[src/rtl/decode_seq_stage.sv]
// Decode stage: register file, stack pointer, hazard bubbling and the
// multi-cycle RET / RTI / interrupt-entry micro-sequencer.
module decode_seq_stage #(
  parameter int          W           = 16,
  parameter int          NREG        = 8,
  parameter int          SP_W        = 32,
  parameter int          STACK_START = 2047,
  parameter int          CTRL_W      = 26,
  parameter logic [5:0]  OP_RET      = 6'h1C,
  parameter logic [5:0]  OP_RTI      = 6'h1D,
  parameter int          RET_STEPS   = 3,
  parameter int          RTI_STEPS   = 4,
  parameter int          INT_STEPS   = 3,
  localparam int         AW          = $clog2(NREG)
) (
  input  logic              clk,
  input  logic              rst_n,
  input  logic [5:0]        i_opcode,
  input  logic [AW-1:0]     i_src,
  input  logic [AW-1:0]     i_dst,
  input  logic [CTRL_W-1:0] i_ctrl_in,
  input  logic              i_interrupt,
  input  logic              i_branch_taken,
  input  logic              i_load_use,
  input  logic              i_wb_we,
  input  logic [AW-1:0]     i_wb_addr,
  input  logic [W-1:0]      i_wb_data,
  input  logic              i_sp_we,
  input  logic [W-1:0]      i_sp_wdata,
  output logic [W-1:0]      o_rsrc,
  output logic [W-1:0]      o_rdst,
  output logic [CTRL_W-1:0] o_ctrl_out,
  output logic [W-1:0]      o_sp,
  output logic              o_fd_en,
  output logic              o_pc_en,
  output logic              o_flush,
  output logic [1:0]        o_jump_sel,
  output logic [1:0]        o_seq_kind,
  output logic [3:0]        o_seq_step,
  output logic              o_hazard_pop
);

  // State encoding doubles as the seq_kind / jump_sel code.
  typedef enum logic [1:0] {
    S_IDLE = 2'b00,
    S_INT  = 2'b01,
    S_RET  = 2'b10,
    S_RTI  = 2'b11
  } state_t;

  logic [W-1:0]    r_regs [NREG];
  logic [SP_W-1:0] r_sp;
  state_t          r_state;
  logic [3:0]      r_step;
  logic            r_int_pend;

  state_t          w_kind;
  state_t          w_state_next;
  logic [3:0]      w_step;
  logic [3:0]      w_step_next;
  logic [3:0]      w_last_step;
  logic            w_active;
  logic            w_last;
  logic            w_int_start;
  logic            w_bubble;

  // ---------------------------------------------------------------
  // Register file with write-first bypass on both read ports
  // ---------------------------------------------------------------
  always_ff @(posedge clk or negedge rst_n) begin
    if (!rst_n) begin
      for (int i = 0; i < NREG; i++) begin
        r_regs[i] <= '0;
      end
    end else if (i_wb_we) begin
      r_regs[i_wb_addr] <= i_wb_data;
    end
  end

  assign o_rsrc = (i_wb_we && (i_wb_addr == i_src)) ? i_wb_data : r_regs[i_src];
  assign o_rdst = (i_wb_we && (i_wb_addr == i_dst)) ? i_wb_data : r_regs[i_dst];

  // ---------------------------------------------------------------
  // Stack pointer: wide register, loaded sign-extended
  // ---------------------------------------------------------------
  always_ff @(posedge clk or negedge rst_n) begin
    if (!rst_n) begin
      r_sp <= SP_W'(STACK_START);
    end else if (i_sp_we) begin
      r_sp <= SP_W'($signed(i_sp_wdata));
    end
  end

  assign o_sp = r_sp[W-1:0];

  generate
    if (SP_W > W) begin : g_sp_hi
      // Upper SP bits are architectural state with no port of their own.
      logic w_unused_sp_hi;
      assign w_unused_sp_hi = ^r_sp[SP_W-1:W];
    end
  endgenerate

  // ---------------------------------------------------------------
  // Hazard bubbling
  // ---------------------------------------------------------------
  assign w_bubble   = i_branch_taken | i_load_use;
  assign o_ctrl_out = w_bubble ? '0 : i_ctrl_in;

  // ---------------------------------------------------------------
  // Pending-interrupt latch
  // ---------------------------------------------------------------
  always_ff @(posedge clk or negedge rst_n) begin
    if (!rst_n) begin
      r_int_pend <= 1'b0;
    end else if (i_interrupt) begin
      r_int_pend <= 1'b1;
    end else if (w_int_start) begin
      r_int_pend <= 1'b0;
    end
  end

  // ---------------------------------------------------------------
  // Micro-sequencer: state register
  // ---------------------------------------------------------------
  always_ff @(posedge clk or negedge rst_n) begin
    if (!rst_n) begin
      r_state <= S_IDLE;
      r_step  <= '0;
    end else begin
      r_state <= w_state_next;
      r_step  <= w_step_next;
    end
  end

  // ---------------------------------------------------------------
  // Micro-sequencer: start decision, step tracking and outputs
  // ---------------------------------------------------------------
  always_comb begin
    w_kind      = S_IDLE;
    w_step      = '0;
    w_int_start = 1'b0;

    // The start cycle is step 0 of the sequence, so the active kind is
    // resolved combinationally from IDLE.
    case (r_state)
      S_IDLE: begin
        if (r_int_pend && !i_load_use) begin
          w_kind      = S_INT;
          w_int_start = 1'b1;
        end else if ((i_opcode == OP_RET) && !w_bubble) begin
          w_kind = S_RET;
        end else if ((i_opcode == OP_RTI) && !w_bubble) begin
          w_kind = S_RTI;
        end
      end
      default: begin
        w_kind = r_state;
        w_step = r_step;
      end
    endcase
  end

  always_comb begin
    w_last_step = 4'd0;
    case (w_kind)
      S_INT:   w_last_step = 4'(INT_STEPS - 1);
      S_RET:   w_last_step = 4'(RET_STEPS - 1);
      S_RTI:   w_last_step = 4'(RTI_STEPS - 1);
      default: w_last_step = 4'd0;
    endcase
  end

  assign w_active = (w_kind != S_IDLE);
  assign w_last   = w_active && (w_step == w_last_step);

  always_comb begin
    w_state_next = r_state;
    w_step_next  = r_step;
    if (w_active) begin
      if (w_last) begin
        w_state_next = S_IDLE;
        w_step_next  = '0;
      end else begin
        w_state_next = w_kind;
        w_step_next  = w_step + 4'd1;
      end
    end
  end

  always_comb begin
    o_fd_en      = 1'b1;
    o_pc_en      = 1'b1;
    o_flush      = 1'b0;
    o_jump_sel   = 2'b00;
    o_seq_kind   = w_kind;
    o_seq_step   = w_step;
    o_hazard_pop = !((w_kind == S_RET) || (w_kind == S_RTI));

    if (w_active && !w_last) begin
      o_fd_en = 1'b0;
      o_pc_en = 1'b0;
    end
    if (w_last) begin
      o_flush    = 1'b1;
      o_jump_sel = w_kind;
    end
    // A load-use stall freezes fetch regardless of sequencer state.
    if (i_load_use) begin
      o_fd_en = 1'b0;
      o_pc_en = 1'b0;
    end
  end

endmodule

[config.mk]
export PLATFORM = sky130hd
export DESIGN_NAME = decode_seq_stage
export DESIGN_NICKNAME = d
export VERILOG_FILES = /design/src/rtl/decode_seq_stage.sv
export SDC_FILE = /design/constraint.sdc
export NUM_CORES = 1
export LEC_CHECK = 0
export ABC_AREA = 0
export CORE_ASPECT_RATIO = 0.8
export CORE_MARGIN = 10
export CORE_UTILIZATION = 57
export DETAILED_ROUTE_END_ITERATION = 8
export GPL_ROUTABILITY_DRIVEN = 0
export PLACE_DENSITY_LB_ADDON = 0.2
export SETUP_SLACK_MARGIN = 0.2
export SLEW_MARGIN = 40
export SYNTH_ARGS = -nofsm -noshare
export SYNTH_HDL_FRONTEND = slang
export SYNTH_SLANG_ARGS = --single-unit
[constraint.sdc]
create_clock -name clk -period 4.1 [get_ports clk]
set_clock_uncertainty 0.05 [all_clocks]
set_input_delay 0.41 -clock clk [delete_from_list [all_inputs] [get_ports clk]]
set_output_delay 0.41 -clock clk [all_outputs]
set_load 0.005 [all_outputs]
==> results of run 1 <==
## flip-flops by register name (all words and copies together) (netlist names)
register / flops
r_step: 4
r_sp: 16
r_state: 2
r_int_pend: 1
r_regs: 128
## per-layer routing
| metal | vias to the layer above | wire length [um] | global-route usage, % |
|---|---|---|---|
| met3 | 21 | 1540 | 6.42 |
| met4 | 0 | 275 | 6.70 |
| met2 | 186 | 12000 | 38.3 |
| met1 | 3073 | 9030 | 28.4 |
| li1 | 2547 | - | - |
| met5 | - | 0 | 0 |
## per-stage QoR
step	hold slack, ns	total power, W	instances	cell area, um^2
floorplan	0.0644	0.00294	606	8560
global route	0.405	0.00540	947	10900
detailed placement	0.456	0.00356	913	10200
global placement	0.441	0.00347	911	10200
CTS	0.0359	0.00517	945	10800
finish	0.394	0.00516	947	10900
## layout make-up
type	count	area (um^2)	share of cell area (%)
Tap cell	184	230	2.12
Clock inverter	10	128	1.18
Inverter	3	11.3	0.104
Sequential cell	151	3790	34.9
Timing Repair Buffer	186	1830	16.9
Multi-Input combinational cell	391	4390	40.4
Clock buffer	22	474	4.37
## cell usage after synthesis (all sizes together), types with 2 or more instances
library cell  number
nand4              3
clkbuf             7
and3               2
mux2i             32
and2              30
dfstp             11
nor3b              4
nor3               2
xnor2              7
inv                3
mux2             144
dfrtp            140
mux4              64
nand4b             3
nand2b             3
a21oi             35
buf               54
nand2              3
nor2b              2
o21ai              3
nor2              40
o31a               2
## critical path, stage by stage
cell and delay (ns):
clkdlybuf4s50_1 0.76, xnor2_1 0.40, nand4_1 0.49, buf_4 0.40, a21oi_1 0.16, clkdlybuf4s50_1 0.54
## power by group
part           internal (W)  total [W]  switching, W
registers           0.00182    0.00208      0.000257
clock network      0.000999    0.00160      0.000597
logic              0.000954    0.00149      0.000532
## what timing repair did
action                    in CTS  in global routing
hold buffers                   0                  1
resized for setup              0                  0
hold endpoints to repair       0                 35
## worst max path at each step
stage	to	slack [ns]	cells after the start
floorplan	o_rsrc[10]	2.13	5
global placement	o_rsrc[12]	0.78	6
detailed placement	o_rsrc[7]	0.68	6
CTS	o_rsrc[7]	0.67	6
global route	o_rsrc[6]	0.35	6
finish	o_rsrc[7]	0.48	6
## logic make-up after synthesis
group | after synthesis | share of synthesized area (%)
XOR/XNOR | 8 | 0.818
buffers and inverters | 64 | 4.76
multiplexers | 240 | 40.0
AO/OA/AOI/OAI | 45 | 3.10
flip-flops | 151 | 44.3
adder cells (fa/ha/maj) | 1 | 0.146
AND/OR/NAND/NOR | 97 | 6.93
==> results.sh, run 1 <==
export IMPL_reg2reg_from="r_state[1]$_DFFE_PN0P_"
export IMPL_syn_cell_area_mm2=0.00856
export IMPL_yosysWarnings=0
export IMPL_routed_via_count=5827
export IMPL_antenna_found_initial=0
export IMPL_synth_avg_cell_area_um2=14.1
export IMPL_post_route_worst_setup_slack_ns=0.476
export IMPL_dp_hpwl_um=15400
export IMPL_postRouteWirelength_um=22900
export IMPL_tightestPinTransition_ns=0.866
export IMPL_filler_cell_count=876
export IMPL_async_flop_share_pct=100
export IMPL_port_buffers=165
export IMPL_r2r_slack_ns=2.39
export IMPL_cts_buffer_depth=2
export IMPL_wl_per_cell_um=24.2
export IMPL_cts_tree="yes"
export IMPL_drtPass1Iterations=4
export IMPL_gr_total_overflow=0
export IMPL_required_ns=3.64
export IMPL_cts_root_buf="clkbuf_16"
export IMPL_synth_ff_type="dfrtp_1"
export IMPL_outcome="complete, no violations"
export IMPL_yosysUniqueCellTypes=44
export IMPL_ys_seq_area_share_pct=44.3
export IMPL_r2r_end="r_step[1]$_DFFE_PN0P_"
export IMPL_postLayoutCoreUtil_pct=74.9
export IMPL_dpl_worst_slack_ns=0.680
export IMPL_clk_latency_ns=0.42
export IMPL_cts_setup_buffers=0
export IMPL_crit_start="i_wb_addr[0]"
export IMPL_layout_commonest_cell="clkdlybuf4s50_1"
export IMPL_yosysTopAreaCellShare_pct=40.9
export IMPL_grt_total_usage_pct=22.8
export IMPL_peakVddDrop_uv=325
export IMPL_cap_violations=0
export IMPL_h_tree_depth=4
export IMPL_grt_max_degree=114
export IMPL_drive_above_1_share_pct=37.2
export IMPL_cts_buffers=17
export IMPL_first_iter_violations=465
export IMPL_clock_fmax_mhz=276
export IMPL_crit_path_end_kind="output port"
export IMPL_core_mm2=0.0145
export IMPL_p_leak_nw=4.49
export IMPL_relSlewSlack_pct=42.0
export IMPL_timing_hold_violations_final=0
export IMPL_power_density_mw_per_mm2=475
export IMPL_area_growth_pct=26.8
export IMPL_pin_count=166
export IMPL_critPathArrivalTime_ns=3.16
export IMPL_final_max_slew_viol_count=0
export IMPL_start_util_pct=59.1
export IMPL_synthCells=606
export IMPL_chipHeight_um=130
export IMPL_grt_pass1_wl_um=35800
export IMPL_setup_viol=0
export IMPL_nets=831
export IMPL_synth_fp_nets=687
export IMPL_yosys_top_cells_area="dfrtp_1, mux2_2, mux4_2, mux2i_1, dfstp_2"
export IMPL_min_period_over_period_pct=88.4
export IMPL_placementRows=39
export IMPL_synth_top_cell_by_area="dfrtp_1"
export IMPL_rsz0062_at_grt="no"
export IMPL_worstSetupPathType="primary input to output port"
export IMPL_post_route_min_period_ns=3.62
export IMPL_design_die_area_mm2=0.0204
export IMPL_hold_class="primary input to asynchronous set/reset pin"
export IMPL_first_global_vias=6459
export IMPL_path_max_fanout=12
export IMPL_clk_pin_slew_ns=0.06
export IMPL_synth_edf_count=0
export IMPL_drtAntennaViolNets=0
export IMPL_critPathLaunchType="primary input"
export IMPL_cts_sinks=151
export IMPL_mostFrequentLayoutCells="clkdlybuf4s50_1, dfrtp_1, mux2_2"
export IMPL_reg2reg_depth=4
export IMPL_tns_ns=0
export IMPL_viasPerCell=6.15
export IMPL_ys_ff_latch=151
export IMPL_die_width_um=157
export IMPL_remaining_drc_errors=0
export IMPL_num_antenna_cells=0
Power figures use the tool's default switching activity.
==> run 2, diff against run 1 <==
Settings changed: CAP_MARGIN set to 15, CORE_MARGIN 10 to 3.
==> results.sh, run 2 (same netlist as run 1, synthesis figures left out) <==
export IMPL_outcome="finished, violations left"
export IMPL_violations="hold timing"
export IMPL_final_max_slew_viol_count=0
export IMPL_min_period_over_period_pct=77.3
export IMPL_peakVddDrop_uv=311
export IMPL_num_antenna_cells=0
export IMPL_layout_commonest_cell="clkdlybuf4s50_1"
export IMPL_postRouteWirelength_um=20800
export IMPL_path_max_fanout=22
export IMPL_placementRows=39
export IMPL_critPathArrivalTime_ns=2.71
export IMPL_cts_tree="yes"
export IMPL_start_util_pct=59.1
export IMPL_relSlewSlack_pct=44.6
export IMPL_cts_root_buf="clkbuf_16"
export IMPL_cts_buffer_depth=2
export IMPL_design_die_area_mm2=0.0165
export IMPL_hold_class="primary input to asynchronous set/reset pin"
export IMPL_power_w=0.00506
export IMPL_remaining_drc_errors=0
export IMPL_grt_max_degree=104
export IMPL_worst_hold_slack_ns=-0.0784
export IMPL_drive_above_1_share_pct=36.6
export IMPL_nets=827
export IMPL_pin_count=166
export IMPL_tns_ns=0
export IMPL_first_global_vias=6180
export IMPL_grt_pass1_wl_um=33000
export IMPL_mostFrequentLayoutCells="clkdlybuf4s50_1, dfrtp_1, mux2_2"
export IMPL_dp_hpwl_um=13600
export IMPL_cts_resized=0
export IMPL_reg2reg_from="r_state[1]$_DFFE_PN0P_"
export IMPL_drtAntennaViolNets=0
export IMPL_postCtsHoldBufs=0
export IMPL_viasPerCell=6.06
export IMPL_timing_hold_violations_final=25
export IMPL_required_ns=3.64
export IMPL_regMostFlops="r_regs"
export IMPL_core_mm2=0.0145
export IMPL_cts_setup_buffers=0
export IMPL_cap_violations=0
export IMPL_setup_viol=0
export IMPL_worstSetupPathType="primary input to output port"
export IMPL_h_tree_depth=4
export IMPL_post_route_cell_area_mm2=0.0108
export IMPL_chipHeight_um=116
export IMPL_r2r_slack_ns=2.37
export IMPL_area_growth_pct=25.9
export IMPL_reg2reg_depth=4
export IMPL_crit_path_end_kind="output port"
export IMPL_dpl_instance_area_mm2=0.0102
export IMPL_die_width_um=143
export IMPL_wl_per_cell_um=22.1
export IMPL_cts_buffers=17
export IMPL_antenna_found_initial=0
export IMPL_post_route_min_period_ns=3.17
export IMPL_drtPass1Iterations=4
export IMPL_clock_fmax_mhz=316
export IMPL_rsz0062_at_grt="no"
export IMPL_gr_total_overflow=0
export IMPL_largest_register_ffs=128
export IMPL_r2r_end="r_step[1]$_DFFE_PN0P_"
export IMPL_clk_latency_ns=0.42
export IMPL_top_regs="r_regs x128, r_sp x16, r_step x4"
export IMPL_routed_via_count=5710
export IMPL_p_leak_nw=4.43
export IMPL_grt_total_usage_pct=26.1
export IMPL_power_density_mw_per_mm2=469
export IMPL_cts_sinks=151
export IMPL_port_buffers=165
export IMPL_critPathLaunchType="primary input"
export IMPL_first_iter_violations=303
export IMPL_clk_pin_slew_ns=0.06
export IMPL_tightestPinTransition_ns=0.829
[run 2: cell types whose count changed in the layout (fill, tap and decap cells not counted), moves of 2 or more]
cell / before / now
buf_12: 0 / 2
clkinv_2: 6 / 3
buf_4: 17 / 15
clkbuf_1: 2 / 5
nand4b_2: 1 / 3
buf_6: 2 / 0
nand4b_4: 2 / 0
[run 2: layout make-up]
| class | instances | area [um^2] |
|---|---|---|
| multi-input combinational | 391 | 4370 |
| sequential | 151 | 3790 |
| fill | 917 | 3720 |
| timing repair buffer | 182 | 1800 |
| clock buffer | 24 | 472 |
| tap | 184 | 230 |
| clock inverter | 8 | 98.8 |
| inverter | 3 | 11.3 |
[run 2: how the worst max path moves through the flow]
| stage | to | from | slack [ns] |
|---|---|---|---|
| after floorplan | o_rsrc[10] | i_src[1] | 2.13 |
| after detailed placement | o_rsrc[10] | i_src[2] | 0.97 |
| final | o_rdst[7] | i_wb_addr[1] | 0.93 |
| after global routing | o_rsrc[10] | i_wb_addr[1] | 0.83 |
| after CTS | o_rsrc[10] | i_src[2] | 0.96 |
| after global placement | o_rsrc[3] | i_src[2] | 1.02 |
[run 2: where the power goes]
group | leakage [nW] | internal, W | switching [W]
registers | 1.80 | 0.00182 | 0.000263
logic | 2.36 | 0.000950 | 0.000510
clock network | 0.274 | 0.000926 | 0.000588
[run 2: layer usage]
metal	track usage, %	vias to the layer above	part of all wire (%)
li1	-	2540	-
met1	33.7	2956	41
met2	44.7	183	52
met3	5.36	31	5.1
met4	8.68	0	1.9
met5	0	-	0
[run 2: stage by stage]
step           setup WS, ns  utilization [%]  hold slack [ns]  std cells
2_1_floorplan          2.13                -           0.0644        606
3_3_place_gp           1.02             70.3            0.438        911
3_5_place_dp          0.974             70.4            0.445        911
4_1_cts               0.961             74.3          0.00634        943
5_1_grt               0.829             74.4           0.0206        943
6_report              0.933             74.4          -0.0784        943
[run 2: critical path, cell delays in order]
cell and delay (ns):
clkdlybuf4s50_1 0.87, xnor2_1 0.16, nand4_1 0.15, buf_4 0.32
nor2_1 0.08, a21oi_1 0.16, clkdlybuf4s50_1 0.55
==> run 3, diff against run 2 <==
Settings changed: CORE_UTILIZATION 57 to 53.
Clock period 4.1 ns to 3.2 ns, I/O delays scaled along.
==> results.sh, run 3 (same netlist as run 1, synthesis figures left out) <==
export IMPL_hold_class="primary input to register"
export IMPL_peakVddDrop_uv=385
export IMPL_pin_count=166
export IMPL_placementRows=40
export IMPL_holdPathEnd="r_int_pend$_DFFE_PN0P_"
export IMPL_drtAntennaViolNets=0
export IMPL_sw_frac_of_total_pct=27.0
export IMPL_post_route_worst_setup_slack_ns=0.387
export IMPL_die_width_um=148
export IMPL_max_stage_delay_ns=0.53
export IMPL_cts_buffer_depth=2
export IMPL_drtPass1Iterations=4
export IMPL_antenna_found_initial=0
export IMPL_path_cells="or2_4, a311oi_4, a21oi_1, nor2_1, clkdlybuf4s50_1"
export IMPL_power_density_mw_per_mm2=610
export IMPL_required_ns=2.83
export IMPL_post_route_min_period_ns=2.81
export IMPL_critPathArrivalTime_ns=2.44
export IMPL_first_iter_violations=292
export IMPL_cp_slowest_cell="clkdlybuf4s50_1"
export IMPL_drive_above_1_share_pct=37.9
export IMPL_intPower_w=0.00489
export IMPL_final_max_slew_viol_count=0
export IMPL_grt_max_degree=86
export IMPL_area_growth_pct=28.5
export IMPL_tightestPinTransition_ns=0.738
export IMPL_regMostFlops="r_regs"
export IMPL_cts_sinks=151
export IMPL_switchingPower_w=0.00181
export IMPL_min_path_cells=2
export IMPL_viasPerCell=5.86
export IMPL_routed_via_count=5746
export IMPL_dpl_worst_slack_ns=0.499
export IMPL_grt_pass1_wl_um=34700
export IMPL_h_tree_depth=4
export IMPL_tns_ns=0
export IMPL_reg2reg_from="r_state[1]$_DFFE_PN0P_"
export IMPL_comb_power_share_pct=28.3
export IMPL_p_clk_share_pct=32.1
export IMPL_cts_resized=0
export IMPL_setup_viol=0
export IMPL_grt_total_usage_pct=25.3
export IMPL_wl_per_cell_um=21.8
export IMPL_gr_total_overflow=0
export IMPL_seqPwrFrac_pct=39.6
export IMPL_r2r_end="r_step[1]$_DFFE_PN0P_"
export IMPL_clk_latency_ns=0.43
export IMPL_crit_family="compound AO/OA/AOI/OAI gates"
export IMPL_top_regs="r_regs x128, r_sp x16, r_step x4"
export IMPL_cts_tree="yes"
export IMPL_core_mm2=0.0154
export IMPL_largest_register_ffs=128
export IMPL_remaining_drc_errors=0
export IMPL_cp_num_buf_inv=1
export IMPL_port_buffers=165
export IMPL_cts_buffers=17
export IMPL_reg2reg_depth=4
export IMPL_postCtsHoldBufs=1
export IMPL_path_max_fanout=9
export IMPL_nets=838
export IMPL_layout_commonest_cell="clkdlybuf4s50_1"
export IMPL_worstSetupPathType="register to output port"
export IMPL_crit_path_end_kind="output port"
export IMPL_multi_input_area_mm2=0.00436
export IMPL_clock_fmax_mhz=355
export IMPL_cts_root_buf="clkbuf_16"
export IMPL_cap_violations=0
export IMPL_chipHeight_um=120
export IMPL_outcome="complete, no violations"
export IMPL_num_antenna_cells=0
export IMPL_min_from="i_interrupt"
export IMPL_r2r_slack_ns=1.49
export IMPL_clk_pin_slew_ns=0.06
export IMPL_postRouteWirelength_um=21400
export IMPL_filler_cell_count=1088
export IMPL_first_global_vias=6352
export IMPL_timing_hold_violations_final=0
export IMPL_min_period_over_period_pct=87.9
export IMPL_mostFrequentLayoutCells="clkdlybuf4s50_1, dfrtp_1, mux2_2"
export IMPL_start_util_pct=55.5
export IMPL_dp_hpwl_um=14100
export IMPL_design_die_area_mm2=0.0177
export IMPL_cts_setup_buffers=0
export IMPL_rsz0062_at_grt="no"
export IMPL_relSlewSlack_pct=50.7
export IMPL_p_leak_nw=4.53
export IMPL_critPathLaunchType="register"
export IMPL_ff_latch_area_mm2=0.00379
## run 3: cell count changes in the layout (fill, tap and decap cells not counted), sizes merged
cell	delta
buf	+9
clkbuf	-5
clkinvlp	+3
inv	+3
bufinv	+2
clkinv	-2
dlygate4sd3	+1
## run 3: power groups by stage
stage	Combinational [W]	Clock (W)	Sequential, W
after global routing	0.00204	0.00229	0.00271
after global placement	0.00184	0	0.00262
final	0.00190	0.00215	0.00266
after floorplan	0.00122	0	0.00255
after detailed placement	0.00189	0	0.00266
after CTS	0.00192	0.00219	0.00265
## run 3: metal layers
metal	global-route usage [%]	up-vias	share of wire, %
met3	5.96	33	6.6
met5	0	-	0
li1	-	2555	-
met1	31.6	2952	38
met2	43.9	206	53
met4	7.56	0	1.5
## run 3: cell type report
class	instances	area share [%]
flip-flops and latches	151	34.5
repair buffers	193	17.6
clock buffers	18	3.99
well taps	210	2.39
inverters	3	0.102
multi-input cells	391	39.7
clock inverters	14	1.80
## run 3: worst max path at each step
stage | end | cells after the start | from
2_1_floorplan | o_pc_en | 6 | r_state[1]$_DFFE_PN0P_
3_3_place_gp | o_jump_sel[0] | 6 | i_load_use
3_5_place_dp | o_jump_sel[0] | 6 | i_load_use
4_1_cts | o_fd_en | 5 | r_state[1]$_DFFE_PN0P_
5_1_grt | o_fd_en | 5 | r_state[1]$_DFFE_PN0P_
6_report | o_fd_en | 5 | r_state[1]$_DFFE_PN0P_
## run 3: stage by stage
step | power (W) | util [%] | hold slack [ns] | instance area (um^2) | instances
floorplan | 0.00376 | - | -0.0256 | 8560 | 606
global placement | 0.00445 | 67.1 | 0.380 | 10300 | 947
detailed placement | 0.00456 | 67.1 | 0.377 | 10300 | 947
CTS | 0.00675 | 71.3 | 0.387 | 11000 | 980
global route | 0.00704 | 71.3 | 0.421 | 11000 | 980
finish | 0.00670 | 71.3 | 0.405 | 11000 | 980
